$ cat src/rtl/chargen_usb_tx.sv
// -----------------------------------------------------------------------------
// chargen_usb_tx
//
// Byte buffer and FT245-style USB FIFO write engine placed directly after a
// chargen character source. The block paces chargen with src_n_cs, captures
// every byte chargen presents, buffers the bytes in a DEPTH-entry FIFO and
// writes them one at a time to the external USB FIFO with a usb_wr strobe
// that is only started while usb_n_txe reports room.
//
// Parameters
//    DEPTH      FIFO entries, power of two, >= 2
//    WR_CYCLES  width of the usb_wr high pulse in clocks, >= 1
//
// Ports
//    clk        system clock, all logic on the rising edge
//    n_rst      synchronous active-low reset
//    en         allows new bytes to be requested from chargen
//    src_data   byte presented by chargen
//    src_n_wr   chargen data-valid, active low
//    src_n_cs   request/advance to chargen, active low, registered
//    usb_data   byte driven to the external USB FIFO
//    usb_wr     write strobe, external FIFO latches on its falling edge
//    usb_n_txe  room available from the USB FIFO, active low, asynchronous
//    level      current FIFO occupancy, 0..DEPTH
// -----------------------------------------------------------------------------
module chargen_usb_tx #(
   parameter int DEPTH     = 16,
   parameter int WR_CYCLES = 2
) (
   input  logic                       clk,
   input  logic                       n_rst,
   input  logic                       en,
   input  logic [7:0]                 src_data,
   input  logic                       src_n_wr,
   output logic                       src_n_cs,
   output logic [7:0]                 usb_data,
   output logic                       usb_wr,
   input  logic                       usb_n_txe,
   output logic [$clog2(DEPTH+1)-1:0] level
);

   localparam int PW = $clog2(DEPTH);
   localparam int LW = $clog2(DEPTH + 1);
   localparam int CW = $clog2(WR_CYCLES + 2);

   typedef enum logic [2:0] {
      IDLE,
      SETUP,
      STROBE,
      HOLD,
      RECOVER
   } state_t;

   state_t          state;
   state_t          state_next;
   logic [CW-1:0]   cnt;
   logic [7:0]      mem [DEPTH];
   logic [PW-1:0]   wr_ptr;
   logic [PW-1:0]   rd_ptr;
   logic            txe_meta;
   logic            txe_s;
   logic            push;
   logic            pop;
   logic            load;
   logic [LW-1:0]   count_next;

   // Next-state logic for the write engine together with the push/pop
   // decisions. A push is simply the handshake seen at this edge; because
   // src_n_cs is computed from the occupancy after this edge, a push can never
   // land on a full FIFO. The pop happens on the last strobe cycle so the
   // external FIFO has already seen the whole pulse before the entry is freed.
   always_comb begin
      state_next = state;
      pop        = 1'b0;
      load       = 1'b0;
      push       = !src_n_cs && !src_n_wr;
      case (state)
         IDLE: begin
            if (level != '0 && !txe_s) begin
               state_next = SETUP;
               load       = 1'b1;
            end
         end
         SETUP: begin
            state_next = STROBE;
         end
         STROBE: begin
            if (cnt == CW'(WR_CYCLES - 1)) begin
               state_next = HOLD;
               pop        = 1'b1;
            end
         end
         HOLD: begin
            state_next = RECOVER;
         end
         RECOVER: begin
            if (cnt == CW'(1)) begin
               state_next = IDLE;
            end
         end
         default: begin
            state_next = IDLE;
         end
      endcase
      count_next = level + {{(LW-1){1'b0}}, push} - {{(LW-1){1'b0}}, pop};
   end

   // State register, per-state cycle counter, the two-flop usb_n_txe
   // synchroniser and the registered USB outputs. The synchroniser resets to
   // "no room" so nothing is written until the external FIFO has been seen
   // asserting usb_n_txe after reset. usb_data is only reloaded when a new
   // byte is started, so it stays stable through SETUP, STROBE and HOLD.
   always_ff @(posedge clk) begin
      if (!n_rst) begin
         state    <= IDLE;
         cnt      <= '0;
         txe_meta <= 1'b1;
         txe_s    <= 1'b1;
         usb_wr   <= 1'b0;
         usb_data <= 8'h00;
      end else begin
         txe_meta <= usb_n_txe;
         txe_s    <= txe_meta;
         state    <= state_next;
         cnt      <= (state_next != state) ? '0 : cnt + CW'(1);
         usb_wr   <= (state_next == STROBE);
         if (load) begin
            usb_data <= mem[rd_ptr];
         end
      end
   end

   // FIFO bookkeeping and the chargen request. Pointers wrap naturally because
   // DEPTH is a power of two. The request looks at the occupancy after this
   // edge so a slot freed by a pop is offered back to chargen on the very next
   // cycle, giving one src_n_cs low pulse per pop once the FIFO is full.
   always_ff @(posedge clk) begin
      if (!n_rst) begin
         wr_ptr   <= '0;
         rd_ptr   <= '0;
         level    <= '0;
         src_n_cs <= 1'b1;
      end else begin
         if (push) begin
            wr_ptr <= wr_ptr + PW'(1);
         end
         if (pop) begin
            rd_ptr <= rd_ptr + PW'(1);
         end
         level    <= count_next;
         src_n_cs <= !(en && (count_next < LW'(DEPTH)));
      end
   end

   // Storage array, kept free of reset so it can map onto plain RAM.
   always_ff @(posedge clk) begin
      if (push) begin
         mem[wr_ptr] <= src_data;
      end
   end

endmodule

$ cat config.mk
export PLATFORM = sky130hd
export DESIGN_NAME = chargen_usb_tx
export DESIGN_NICKNAME = d
export VERILOG_FILES = /design/src/rtl/chargen_usb_tx.sv
export SDC_FILE = /design/constraint.sdc
export NUM_CORES = 1
export LEC_CHECK = 0
export BUFFER_PORTS_ARGS = -buffer_cell sky130_fd_sc_hd__buf_2
export CORE_ASPECT_RATIO = 1.5
export CORE_UTILIZATION = 57
export CTS_BUF_LIST = sky130_fd_sc_hd__clkbuf_2
export CTS_CLUSTER_SIZE = 12
export DETAILED_ROUTE_END_ITERATION = 7
export HOLD_SLACK_MARGIN = 0.03
export PLACE_DENSITY = 0.77
export SYNTH_ARGS = -nofsm -noshare
export SYNTH_HDL_FRONTEND = slang
export SYNTH_SLANG_ARGS = --single-unit
export TNS_END_PERCENT = 10
$ cat constraint.sdc
create_clock -name clk -period 2.18 [get_ports clk]
set_input_delay 0.327 -clock clk [delete_from_list [all_inputs] [get_ports clk]]
set_output_delay 0.327 -clock clk [all_outputs]
set_load 0.01 [all_outputs]
* Word-level counts from Yosys, hierarchy flattened
Memories as Yosys holds them, arrays and structs flattened. A register that Yosys moved wholly into a read port is not among the register bits.
Index checks and enable logic that the tools add are counted.
** Storage, ports and cells
- Flip-flop bits (word level) :: 22
- Bits in latches :: 0
- RAM bits :: 128
- ROM bits :: 0
- Bits of input ports :: 13
- Output and inout port bits :: 15
- Word-level logic and storage cells :: 45
- Memories :: 1
** Cells by class
- Add/subtract/negate cells :: 5
- $mul :: 0
- Divide/modulo/power cells :: 0
- Magnitude comparators :: 1
- Equal/unequal tests :: 7
- Shift-type cells :: 0
- Mux-type cells :: 10
- Bitwise gates (word level) :: 1
- Reduce and logical (&&, ||, !) cells :: 11
** Memories
- mem :: depth 16, bits a word 8, read ports 1, clocked after memory_dff 1, write ports 1, RTL line 57 : logic [7:0] mem [DEPTH];
** Operator list (number)
- case mux 3 bit (5 select lines) :: 1
- equality test 3 x 2 -> 1 bit (second input constant) :: 3
- two-way mux 3 bit :: 3
- adder 4 x 1 -> 4 bit (second input constant) :: 2
- two-way mux 1 bit :: 6
- adder 5 x 1 -> 5 bit :: 1
- zero test 1 bit :: 5
- less-than comparator 5 bit (second input constant) :: 1
- nonzero test 5 bit :: 1
- subtractor 5 x 1 -> 5 bit :: 1
- equality test 3 x 1 -> 1 bit (second input constant) :: 1
- equality test 3 bit (second input constant) :: 1
- logical AND 1 bit :: 3
- zero test 3 bit :: 1
- inequality test 3 bit :: 1
- adder 2 x 1 -> 2 bit (second input constant) :: 1
- equality test 2 x 1 -> 1 bit (second input constant) :: 1
- OR reduction 2 bit :: 1
- NOT 1 bit :: 1

* Logic depth before layout (Yosys ltp)
- Depth after elaboration :: 7
- Mapped depth :: 13
- Depth with buffers taken out :: 12

* Worst setup path after synthesis
OpenSTA, ideal clock, no wires.
- Path type :: reg2reg
- From :: register state[1]
- To :: register level[4]
- Library setup time :: 80 ps
- Data arrival time :: 2213 ps
- Required time :: 2100 ps
- Path slack :: -113 ps
- Cell stages (with the launch flop) :: 12
- Path buffers :: 1
- Path through :: dfxtp_1 -> nor4bb_1 -> buf_2 -> ha_1 -> inv_1 -> ha_1 -> inv_1 -> fa_1 -> nor2b_1 -> o21bai_1 -> and3_1 -> nor3b_1
** Between the ends
- Word-level cells in the longest chain between the ends :: 3
** Ends and longest elaborated chain
- from (decl) :: RTL line 54 : state_t state;
- from (signal assigned) :: RTL line 124 : state <= state_next;
- equality test 3 x 2 -> 1 bit :: RTL line 77 : case (state)
- two-way mux 1 bit :: RTL line 77
- net pop :: RTL line 63 : logic pop;
- subtractor 5 x 1 -> 5 bit :: RTL line 105 : count_next = level + {{(LW-1){1'b0}}, push} - {{(LW-1){1'b0}}, pop};
- to (signal assigned) :: RTL line 150 : level <= count_next;
- to (decl) :: RTL line 39 : output logic [$clog2(DEPTH+1)-1:0] level
The timed path passes the listed nets, and every way through them passes these cells.
A chain may end at the register's enable or synchronous reset.

* Worst setup path in the final report
- From :: register cnt[1]
- To :: register level[2]
** Between the ends
- Word-level cells in the longest chain between the ends :: 4
** Ends and longest elaborated chain
- from (decl) :: RTL line 56 : logic [CW-1:0] cnt;
- from (signal assigned) :: RTL line 125 : cnt <= (state_next != state) ? '0 : cnt + CW'(1);
- equality test 2 x 1 -> 1 bit :: RTL line 88 : if (cnt == CW'(WR_CYCLES - 1)) begin
- two-way mux 1 bit :: RTL line 88
- two-way mux 1 bit :: RTL line 77
- subtractor 5 x 1 -> 5 bit :: RTL line 105
No other way between the ends.

==> qor.yml <==
run_status:
  status: "finished with violations"
  violations: "setup timing"
timing:
  hold_viol: 0
  worst_pin_slew_ns: 0.4475
  maxSlewHeadroom_pct: 70.17
  rsz0062_at_grt: "yes"
  min_period_over_period_pct: 102.8
  finalMaxSlewViolations: 0
  setup_slack_ns: -0.05996
  max_freq_ghz: 0.4464
  setup_violations: 3
  final.min_clock_period_ns: 2.240
  skew_ns: 0.03797
worst_setup_path:
  crit_type: "reg2reg"
  r2r_setup_slack_ns: -0.06
  worstReg2RegStart: "cnt[1]"
  worstPathArrival_ns: 2.88
  reg2reg_to: "level[2]"
  cp.required_ns: 2.82
  r2r_cells: 15
  cp-end-kind: "flop"
  startpoint_type: "flop"
  path_max_fanout: 2
pwr:
  switching_share_pct: 24.83
  p_int_mw: 4.167
  p_switching_mw: 1.376
  pwr-share-comb_pct: 10.2
  peakVddDrop_v: 0.0004177
  seq_power_share_pct: 61.2
  clkPwrFrac_pct: 28.6
  p_per_area_nw_per_um2: 767.9
  leakage_nw: 2.394
drt:
  wl_um: 11500
  viasPerCell: 5.701
  vias: 3278
  drc: 0
  drt_first_pass_iters: 4
  wl_per_cell_um: 20.01
  drtIter0Drc: 204
  final_antenna_net_count: 0
final_layout:
  n_antenna_cell: 0
  final_common_cell: "edfxtp_1"
  stdcell_area_um2: 7218
  seq_area_um2: 4449
  nets: 444
  syn_to_final_growth_pct: 15.01
  layout-drive-gt1-share_pct: 33.41
  fill_cells: 684
  multi_input_area_um2: 1758
  final_cell_mix: "edfxtp_1 (128), mux4_2 (32), buf_2 (27), buf_4 (27), dfxtp_1 (26)"
die:
  core_area_um2: 10650
  fp.dieH_um: 130.5
  num_rows: 46
  start_util_pct: 58.94
  dieArea_um2: 11440
  io_pins: 28
  fp.dieW_um: 87.68
cts:
  cts_tree: "done"
  cts_buffer_depth: 2
  cts_root_buf: "clkbuf_2"
  cts_made_buffers: 17
  clock_latency_ns: 0.71
  clock-sinks: 158
  htree_levels: 4
  clkTransAtPathRegs_ns: 0.22
global_routing:
  overflow: 0
  grt_start_max_net_pins: 33
  grt_pass1_vias: 3416
  antenna_found_initial: 0
  grt_usage_pct: 22.93
  grt_pass1_wl_um: 18110
yosys:
  yosysWarnings: 0
  netlist_top_cells_area: "edfxtp_1 (61%), mux4_2 (11%), dfxtp_1 (9.6%)"
  syn_area_um2: 6276
  syn_inst: 343
  ys.flop_type: "edfxtp_1"
  synth_edf_count: 128
  avgSynthCellArea_um2: 18.30
  synth_nets: 369
  synth_area_leader_cell: "edfxtp_1"
  async_reset_ff_share_pct: 0
  ys_ff_latch: 158
  yosysSeqAreaShare_pct: 70.81
  synth_top_area_share_pct: 61.24
  ys_types: 41
hold_path:
  min_to: "src_n_cs"
  min_from: "en"
  holdPathStages: 3
  hold_class: "in2reg"
placed_design:
  dp.final_hpwl_um: 7545
  gp_congestion: 0.7524
  placed_cell_area_um2: 6763
  place_ws_ns: -0.1717
  io_buffers: 27
flow_run:
  max_cap_violations: 0
==> logic make-up (layout without fill, tap and decap cells) <==
group	after synthesis	count (layout)	synth area share [%]
AO/OA/AOI/OAI	19	19	2.552
buffers and inverters	27	115	2.313
multiplexers	48	48	14.04
adder cells (fa/ha/maj)	13	13	2.711
AND/OR/NAND/NOR	69	69	6.320
XOR/XNOR	9	9	1.256
flip-flops	158	158	70.81
==> cells in the mapped netlist, types with 5 or more instances <==
library cell,n
nand2_1,8
mux4_2,32
edfxtp_1,128
inv_1,11
nor2b_1,5
nand3_1,8
dfxtp_1,30
mux2i_1,16
nor2_1,15
xnor2_1,6
o221ai_1,7
and2_1,10
clkbuf_1,6
ha_1,12
==> sequential cells by signal (all words and copies together) (netlist names) <==
signal and cells:
txe_meta 1, state 3, wr_ptr 4, mem 128, usb_wr 1, usb_data 8
rd_ptr 4, cnt 2, src_n_cs 1, level 5, txe_s 1
==> area by class of cell <==
type | count | share of cell area [%]
Inverter | 11 | 0.5720
Clock inverter | 14 | 2.184
Sequential cell | 158 | 61.64
Timing Repair Buffer | 72 | 7.506
Clock buffer | 18 | 1.248
Tap cell | 144 | 2.496
Multi-Input combinational cell | 158 | 24.35
==> worst max-delay path: stages, from the launching register on <==
cell,delay [ns]
dfxtp_2,0.38
inv_2,0.04
ha_4,0.14
nor4bb_4,0.14
buf_4,0.14
ha_4,0.25
inv_2,0.03
ha_4,0.15
inv_2,0.04
fa_2,0.19
nor2b_2,0.05
buf_4,0.13
buf_6,0.10
buf_6,0.10
buf_6,0.10
nor3b_2,0.18
==> metal layers <==
metal / share of wire (%) / GRT usage [%] / up-vias
met4: 3.2 / 11.57 / 0
li1: - / - / 1499
met1: 40 / 26.06 / 1661
met3: 3.6 / 6.470 / 33
met5: 0 / 0 / -
met2: 53 / 39.48 / 85
==> metrics by stage <==
step / instances / util (%) / hold slack [ns] / setup TNS, ns / power, mW
2_1_floorplan: 343 / - / 0.3863 / -0.09549 / 3.739
3_3_place_gp: 527 / 63.51 / 0.4049 / -0.1547 / 3.904
3_5_place_dp: 527 / 63.51 / 0.4201 / -0.3279 / 3.937
4_1_cts: 575 / 67.79 / 0.2816 / -0.1699 / 5.590
5_1_grt: 575 / 67.79 / 0.2870 / -0.5079 / 5.776
6_report: 575 / 67.79 / 0.3503 / -0.1650 / 5.543
==> power groups by stage <==
stage	Clock, mW	Combinational (mW)	Sequential (mW)
after floorplan	0	0.278	3.46
after global placement	0	0.457	3.45
after detailed placement	0	0.482	3.46
after CTS	1.63	0.566	3.39
after global routing	1.75	0.626	3.40
final	1.58	0.566	3.39
==> how the worst max path moves through the flow <==
stage                     slack [ns]       end  startpoint  cells past startpoint
final                          -0.06  level[2]      cnt[1]                     15
after global routing           -0.18  src_n_cs      cnt[1]                     13
after CTS                      -0.08  src_n_cs      cnt[1]                     13
after detailed placement       -0.17  level[4]      cnt[1]                     13
after global placement         -0.08  src_n_cs      cnt[1]                     13
after floorplan                -0.05  src_n_cs      cnt[1]                     13
==> timing repair <==
item                       4_1_cts  5_1_grt
gates resized for setup         13        0
setup buffers                    3        0
gates cloned                     0        0
hold buffers                    13        0
pin swaps                        7        1
setup endpoints to repair        2        3
hold endpoints to repair       143        0
(Power assumes the default switching activity.)
